[config.mk]
export PLATFORM = sky130hd
export DESIGN_NAME = uart_boot_loader
export DESIGN_NICKNAME = d
export VERILOG_FILES = /design/src/rtl/uart_boot_loader.sv
export SDC_FILE = /design/constraint.sdc
export NUM_CORES = 1
export LEC_CHECK = 0
export CAP_MARGIN = 20
export CORE_MARGIN = 2
export CORE_UTILIZATION = 40
export CTS_CLUSTER_DIAMETER = 100
export DETAILED_ROUTE_END_ITERATION = 12
export PLACE_DENSITY = 0.64
export SETUP_SLACK_MARGIN = 0.4
export SYNTH_ARGS = -nofsm -noshare
export SYNTH_HDL_FRONTEND = slang
export SYNTH_SLANG_ARGS = --single-unit
[constraint.sdc]
create_clock -name clk -period 3.3 [get_ports clk]
set_clock_uncertainty 0.2 [all_clocks]
set_input_delay 0.33 -clock clk [delete_from_list [all_inputs] [get_ports clk]]
set_output_delay 0.33 -clock clk [all_outputs]
set_load 0.01 [all_outputs]
[src/rtl/uart_boot_loader.sv]
// uart_boot_loader
//   Boot handshake between the CPU-side UART pair and the core. After reset it
//   sends SYNC_BYTE, then receives a 4-byte little-endian program size and the
//   image. It packs the image into 32-bit little-endian words for instruction
//   memory and sends DONE_BYTE. It then releases the core (cpu_run) and passes
//   the UART through to the core. Any framing error or oversize image sends
//   ERR_BYTE and holds boot_err until reset.
//
//   Build option: define BOOT_CHECKSUM_EN to expect one extra byte after the
//   image. That byte must equal the 8-bit wrapping sum of all image bytes.
//
// Ports
//   clk, reset_n          clock, synchronous active-low reset
//   rx_data/rx_valid      received byte and its 1-cycle strobe
//   rx_ferr               framing error, qualified by rx_valid
//   tx_busy               UART_TX busy
//   tx_start/tx_data      start strobe and byte to UART_TX (loader, then core)
//   cpu_tx_start/_data    core TX request, honoured only after release
//   cpu_rx_valid          rx_valid forwarded to the core after release
//   imem_we/addr/wdata    instruction memory write port (word addressed)
//   cpu_run               core release, sticky until reset
//   boot_err              boot failure flag, sticky until reset
module uart_boot_loader #(
    parameter int unsigned IMEM_AW   = 10,
    parameter logic [7:0]  SYNC_BYTE = 8'h99,
    parameter logic [7:0]  DONE_BYTE = 8'hAA,
    parameter logic [7:0]  ERR_BYTE  = 8'hEE
) (
    input  logic               clk,
    input  logic               reset_n,
    input  logic [7:0]         rx_data,
    input  logic               rx_valid,
    input  logic               rx_ferr,
    input  logic               tx_busy,
    output logic               tx_start,
    output logic [7:0]         tx_data,
    input  logic               cpu_tx_start,
    input  logic [7:0]         cpu_tx_data,
    output logic               cpu_rx_valid,
    output logic               imem_we,
    output logic [IMEM_AW-1:0] imem_addr,
    output logic [31:0]        imem_wdata,
    output logic               cpu_run,
    output logic               boot_err
);

    // Largest image that fits: 4 bytes per word, 2**IMEM_AW words.
    localparam logic [32:0] MAX_BYTES = 33'd4 << IMEM_AW;

    typedef enum logic [2:0] {
        SEND_SYNC,
        RECV_SIZE,
        RECV_DATA,
        FLUSH,
        SEND_DONE,
        RUN,
        ERROR
`ifdef BOOT_CHECKSUM_EN
        , RECV_SUM
`endif
    } state_t;

    state_t              state_q, state_d;
    logic                tx_start_q, tx_start_d;
    logic [7:0]          tx_data_q, tx_data_d;
    logic                guard_q;
    logic                imem_we_q, imem_we_d;
    logic [IMEM_AW-1:0]  imem_addr_q, imem_addr_d;
    logic [31:0]         imem_wdata_q, imem_wdata_d;
    logic                cpu_run_q, cpu_run_d;
    logic                boot_err_q, boot_err_d;
    logic                err_sent_q, err_sent_d;
    logic [31:0]         size_q, size_d;
    logic [1:0]          size_idx_q, size_idx_d;
    logic [31:0]         cnt_q, cnt_d;
    logic [31:0]         wbuf_q, wbuf_d;
`ifdef BOOT_CHECKSUM_EN
    logic [7:0]          sum_q, sum_d;
`endif

    logic                can_tx;
    logic                rx_ok;
    logic                rx_bad;
    logic [31:0]         size_full;
    logic [31:0]         cnt_inc;
    logic [1:0]          lane;

    always_comb begin
        // A new start waits for an idle transmitter and for the cycle after a
        // pulse (guard) so a slow tx_busy rise cannot let a second start through.
        can_tx    = !tx_busy && !tx_start_q && !guard_q;
        rx_ok     = rx_valid && !rx_ferr;
        rx_bad    = rx_valid && rx_ferr;
        size_full = {rx_data, size_q[31:8]};
        cnt_inc   = cnt_q + 32'd1;
        lane      = cnt_q[1:0];

        state_d      = state_q;
        tx_start_d   = 1'b0;
        tx_data_d    = tx_data_q;
        imem_we_d    = 1'b0;
        imem_addr_d  = imem_addr_q;
        imem_wdata_d = imem_wdata_q;
        cpu_run_d    = cpu_run_q;
        boot_err_d   = boot_err_q;
        err_sent_d   = err_sent_q;
        size_d       = size_q;
        size_idx_d   = size_idx_q;
        cnt_d        = cnt_q;
        wbuf_d       = wbuf_q;
`ifdef BOOT_CHECKSUM_EN
        sum_d        = sum_q;
`endif

        case (state_q)
            SEND_SYNC: begin
                if (can_tx) begin
                    tx_start_d = 1'b1;
                    tx_data_d  = SYNC_BYTE;
                    state_d    = RECV_SIZE;
                end
            end

            RECV_SIZE: begin
                if (rx_bad) begin
                    state_d    = ERROR;
                    boot_err_d = 1'b1;
                end else if (rx_ok) begin
                    // Bytes arrive LSB first; shift in from the top.
                    size_d     = size_full;
                    size_idx_d = size_idx_q + 2'd1;
                    cnt_d      = '0;
                    if (size_idx_q == 2'd3) begin
                        if (size_full == '0) begin
                            state_d = SEND_DONE;
                        end else if ({1'b0, size_full} > MAX_BYTES) begin
                            state_d    = ERROR;
                            boot_err_d = 1'b1;
                        end else begin
                            state_d = RECV_DATA;
                        end
                    end
                end
            end

            RECV_DATA: begin
                if (rx_bad) begin
                    state_d    = ERROR;
                    boot_err_d = 1'b1;
                end else if (rx_ok) begin
                    wbuf_d[{lane, 3'b000} +: 8] = rx_data;
                    cnt_d = cnt_inc;
`ifdef BOOT_CHECKSUM_EN
                    sum_d = sum_q + rx_data;
`endif
                    if (lane == 2'd3) begin
                        imem_we_d    = 1'b1;
                        imem_addr_d  = cnt_q[IMEM_AW+1:2];
                        imem_wdata_d = wbuf_d;
                        wbuf_d       = '0;
                    end
                    if (cnt_inc == size_q) begin
`ifdef BOOT_CHECKSUM_EN
                        state_d = RECV_SUM;
`else
                        state_d = FLUSH;
`endif
                    end
                end
            end

`ifdef BOOT_CHECKSUM_EN
            RECV_SUM: begin
                if (rx_bad) begin
                    state_d    = ERROR;
                    boot_err_d = 1'b1;
                end else if (rx_ok) begin
                    if (rx_data == sum_q) begin
                        state_d = FLUSH;
                    end else begin
                        state_d    = ERROR;
                        boot_err_d = 1'b1;
                    end
                end
            end
`endif

            FLUSH: begin
                // Unused upper lanes are already zero: the buffer is cleared
                // after every full word.
                if (size_q[1:0] != 2'd0) begin
                    imem_we_d    = 1'b1;
                    imem_addr_d  = cnt_q[IMEM_AW+1:2];
                    imem_wdata_d = wbuf_q;
                end
                state_d = SEND_DONE;
            end

            SEND_DONE: begin
                if (can_tx) begin
                    tx_start_d = 1'b1;
                    tx_data_d  = DONE_BYTE;
                    state_d    = RUN;
                end
            end

            RUN: begin
                // The DONE pulse is on the wire during the first RUN cycle;
                // release the core on the following cycle.
                cpu_run_d = 1'b1;
            end

            ERROR: begin
                boot_err_d = 1'b1;
                if (!err_sent_q && can_tx) begin
                    tx_start_d = 1'b1;
                    tx_data_d  = ERR_BYTE;
                    err_sent_d = 1'b1;
                end
            end

            default: begin
                state_d = SEND_SYNC;
            end
        endcase
    end

    always_ff @(posedge clk) begin
        if (!reset_n) begin
            state_q      <= SEND_SYNC;
            tx_start_q   <= 1'b0;
            tx_data_q    <= '0;
            guard_q      <= 1'b0;
            imem_we_q    <= 1'b0;
            imem_addr_q  <= '0;
            imem_wdata_q <= '0;
            cpu_run_q    <= 1'b0;
            boot_err_q   <= 1'b0;
            err_sent_q   <= 1'b0;
            size_q       <= '0;
            size_idx_q   <= '0;
            cnt_q        <= '0;
            wbuf_q       <= '0;
`ifdef BOOT_CHECKSUM_EN
            sum_q        <= '0;
`endif
        end else begin
            state_q      <= state_d;
            tx_start_q   <= tx_start_d;
            tx_data_q    <= tx_data_d;
            guard_q      <= tx_start_q;
            imem_we_q    <= imem_we_d;
            imem_addr_q  <= imem_addr_d;
            imem_wdata_q <= imem_wdata_d;
            cpu_run_q    <= cpu_run_d;
            boot_err_q   <= boot_err_d;
            err_sent_q   <= err_sent_d;
            size_q       <= size_d;
            size_idx_q   <= size_idx_d;
            cnt_q        <= cnt_d;
            wbuf_q       <= wbuf_d;
`ifdef BOOT_CHECKSUM_EN
            sum_q        <= sum_d;
`endif
        end
    end

    // Loader TX is registered; after release the core drives TX combinationally.
    assign tx_start     = cpu_run_q ? cpu_tx_start : tx_start_q;
    assign tx_data      = cpu_run_q ? cpu_tx_data  : tx_data_q;
    assign cpu_rx_valid = rx_valid & cpu_run_q;
    assign imem_we      = imem_we_q;
    assign imem_addr    = imem_addr_q;
    assign imem_wdata   = imem_wdata_q;
    assign cpu_run      = cpu_run_q;
    assign boot_err     = boot_err_q;

endmodule

==> key figures, run 1 <==
Timing
  • Relative slew margins: 50.12%
  • RSZ-0062 raised after global routing: true
  • Min Tclk post-route: 2.827 ns
  • Worst Hold Slack: 0.2554 ns
  • Fmax: 353.7 MHz
  • Setup TNS: 0 ns
  • Count of final setup violators: 0
  • Worst-Margin Slew: 0.7482 ns
  • Final Hold Viols: 0
  • Final worst path period share: 85.67%
  • Slew Limit Fails: 0

Synthesis
  • Syn Nets: 1069
  • Syn_area_per_cell: 7.512 sq um
  • Synthesized area: 7820 sq um
  • Yosys reg bits: 153
  • Share of flip-flops with an asynchronous set or reset: 0%
  • Synth warnings: 0
  • Post-synth EDFFs: 0
  • Cell variety after synth: 59
  • Synth Flop Type: dfxtp_1
  • Seq/Total Area, Yosys: 39.17%
  • Syn Inst Count: 1041

Worst hold path
  • Hold WC Path Type: reg2reg
  • HP Start: imem_addr[3]$_SDFFE_PN0P_
  • WHS Path Cells: 2

Clock tree
  • Clk Tree Root Cell: clkbuf_16
  • Clk sinks: 153
  • Htree depth: 4
  • Hold buffer count at cts: 0
  • Cts bufs inserted: 17
  • TritonCTS clock tree: done
  • Worst-path clk slew: 0.06 ns
  • Clock buffer depth: 2
  • Clk_lat worst skew: 0.43 ns

Drt
  • Routed vias/inst: 5.385
  • Routed Antenna Nets: 0
  • WL/cell: 15.88 um
  • Number of DRC markers in iteration 0: 471
  • Drt total wl: 21970 um
  • # DRC: 0
  • DR vias: 7453
  • Initial DRT Pass Iterations: 5

Pwr
  • Design Power: 4.483 mW
  • NetSw: 1.324 mW
  • Flop pwr share: 43.7%
  • Largest vdd supply drop: 0.0003257 V
  • P per Cell Area: 463.9 nW/um^2
  • Switching share of power: 29.54%
  • Comb power frac: 15.8%
  • Internal: 3.159 mW
  • Static leakage: 3.419 nW
  • Clock share of power: 40.5%

Die
  • Die Y: 143.8 um
  • Die W: 143.8 um
  • Die area: 20680 sq um
  • Area of the core: 19330 sq um
  • Starting Density: 40.45%
  • Number of cell rows: 51
  • I/O pin cnt: 77

Finish
  • Finished Layout Cells: 1384
  • Final net count: 1135
  • Final Util: 49.98%
  • Syn-to-layout area delta: 23.58%
  • Share of cells above drive strength 1: 12.69%
  • # diodes: 0
  • Fillers: 1870

Placed design
  • Final Wtd Congestion: 0.9078
  • Placed cells: 1346
  • IO Port Bufs: 76
  • HPWL Detailed: 15060 um

Critical path
  • Setup crit start kind: flop
  • Crit path kind: reg2reg
  • RR Startpoint: cnt_q[0]$_SDFFE_PN0P_
  • FF-to-FF setup slack: 0.47 ns
  • WP data arrival: 2.94 ns
  • Max Fanout on Critical Path: 6
  • Crit end category: flop
  • Reg2Reg Depth: 10
  • R2R Path End: state_q[0]$_SDFFE_PN0P_
  • Crit path to: state_q[0]$_SDFFE_PN0P_
  • CP required: 3.42 ns
  • Crit. Startpoint: cnt_q[0]$_SDFFE_PN0P_

Global route
  • Largest net degree at the start of global routing: 73
  • Global route overflow: 0
  • Vias in the first global route: 6776
  • GRT Overall Usage: 21.42%
  • First-pass GRT wire length: 35160 um
  • Initial antenna violation count: 0

Outcome
  • Status: completed

Run
  • Max_cap viols: 0
-- worst max-delay path: stages (launching register included) --
cell and delay, ns:
dfxtp_4 0.39, ha_4 0.17, nand3_4 0.10, nor4_4 0.34, nand4_2 0.16, or4_4 0.48
xor2_1 0.21, a211oi_2 0.09, and4_4 0.16, buf_4 0.12, o311a_1 0.28
-- how the worst min path moves through the flow --
stage	endpoint	slack (ns)
2_1_floorplan	wbuf_q[24]$_SDFFE_PN0P_	0.23
3_3_place_gp	wbuf_q[29]$_SDFFE_PN0P_	0.24
3_5_place_dp	wbuf_q[27]$_SDFFE_PN0P_	0.24
4_1_cts	imem_addr[3]$_SDFFE_PN0P_	0.26
5_1_grt	imem_addr[7]$_SDFFE_PN0P_	0.27
6_report	imem_addr[3]$_SDFFE_PN0P_	0.26
-- stage by stage --
| stage | instance area, sq um | setup WS, ns |
|---|---|---|
| 3_5_place_dp | 8932 | 0.1532 |
| 6_report | 9664 | 0.4728 |
| 3_3_place_gp | 8932 | 0.1908 |
| 2_1_floorplan | 7820 | 0.4214 |
| 4_1_cts | 9523 | 0.4004 |
| 5_1_grt | 9664 | 0.3146 |
-- synth_stat cells, types with 2 or more instances --
master | n | area share (%)
o31ai_1 | 4 | 0.38
a31oi_1 | 9 | 0.72
or3_1 | 6 | 0.48
buf_1 | 6 | 0.29
o2111ai_1 | 3 | 0.34
nand3b_1 | 2 | 0.19
nand4_1 | 17 | 1.4
o21ai_0 | 17 | 1.1
and3_1 | 5 | 0.40
dfxtp_1 | 153 | 39
or4_1 | 3 | 0.29
nor2b_1 | 25 | 2.0
and2_1 | 14 | 1.1
mux2_2 | 4 | 0.58
nand2_1 | 200 | 9.6
buf_4 | 8 | 0.77
o211ai_1 | 17 | 1.6
a311oi_1 | 20 | 2.2
or4_4 | 2 | 0.29
nor4_1 | 19 | 1.5
clkbuf_2 | 2 | 0.13
nor2_1 | 124 | 6.0
xnor2_1 | 38 | 4.3
buf_2 | 7 | 0.45
a21oi_1 | 148 | 9.5
buf_6 | 3 | 0.43
nor3b_1 | 2 | 0.19
nor3_1 | 21 | 1.3
mux2i_1 | 2 | 0.26
a211o_1 | 2 | 0.22
and4_1 | 4 | 0.45
nor4_2 | 2 | 0.32
inv_1 | 8 | 0.38
clkbuf_1 | 59 | 2.8
xor2_1 | 17 | 1.9
nand3_1 | 22 | 1.4
nand2b_1 | 10 | 0.80
o311a_1 | 2 | 0.26
a211oi_1 | 9 | 0.86
ha_1 | 6 | 0.96
-- layer usage --
layer  vias to the layer above  part of all wire, %  track usage (%)
li1                       3735                    -                -
met1                      3516                   47            28.63
met2                       170                   47            35.19
met3                        32                  4.3            4.465
met4                         0                  1.4            5.676
met5                         -                    0                0
-- timing repair --
action / 4_1_cts / 5_1_grt
resized for setup: 18 / 32
buffers inserted: 2 / 5
pin swaps: 1 / 12
endpoints found under the setup margin: 2 / 2
-- area by class of cell --
cell class	instances	area, sq um	share of cell area (%)
sequential	153	3105	32.13
clock buffer	17	425.4	4.402
inverter	9	36.28	0.3755
tap	265	331.6	3.431
clock inverter	14	112.6	1.165
multi-input combinational	794	4459	46.14
timing repair buffer	132	1194	12.35
-- power by group through the flow --
stage               clock network, mW  registers (mW)  logic [mW]
CTS                              1.85            1.96       0.699
detailed placement                  0            2.01       0.690
global placement                    0            2.01       0.687
floorplan                           0            1.98       0.433
finish                           1.82            1.96       0.708
global route                     1.92            1.96       0.778
-- state kept, by name, summed over array words and instances, names as in the netlist, 2 cells and up --
register / cells
size_q: 32
state_q: 3
imem_addr: 10
size_idx_q: 2
tx_data_q: 4
wbuf_q: 32
cnt_q: 32
imem_wdata: 32
-- placed cells by master, fill, tap and decap left out, types with 17 or more instances in the layout --
cell	instances
nand3_1	21
nor2b_1	25
a311oi_1	20
clkbuf_16	17
o21ai_0	17
nand2_1	199
dfxtp_1	137
o211ai_1	17
nor2_1	124
xnor2_1	38
nor3_1	17
clkdlybuf4s50_1	76
nand4_1	17
nor4_1	18
a21oi_1	148
buf_4	55
-- kinds of logic after synthesis --
kind of cell,share of synthesized area (%)
AOI/OAI and AO/OA,18.42
xor gates and xnor gates,6.160
adders and majority gates,0.9600
buffers and inverters,5.328
DFF,39.17
muxes,0.8320
and+or+nand+nor,29.14
Power figures use the tool's default switching activity.
==> inputs of run 2 (changes only) <==
--- a/config.mk
+++ b/config.mk
@@ -5,7 +5,6 @@
 export SDC_FILE = /design/constraint.sdc
 export NUM_CORES = 1
 export LEC_CHECK = 0
-export CAP_MARGIN = 20
 export CORE_MARGIN = 2
 export CORE_UTILIZATION = 40
 export CTS_CLUSTER_DIAMETER = 100
==> results of run 2 <==
No change in the layout: final DEF, timing and power equal those of run 1.
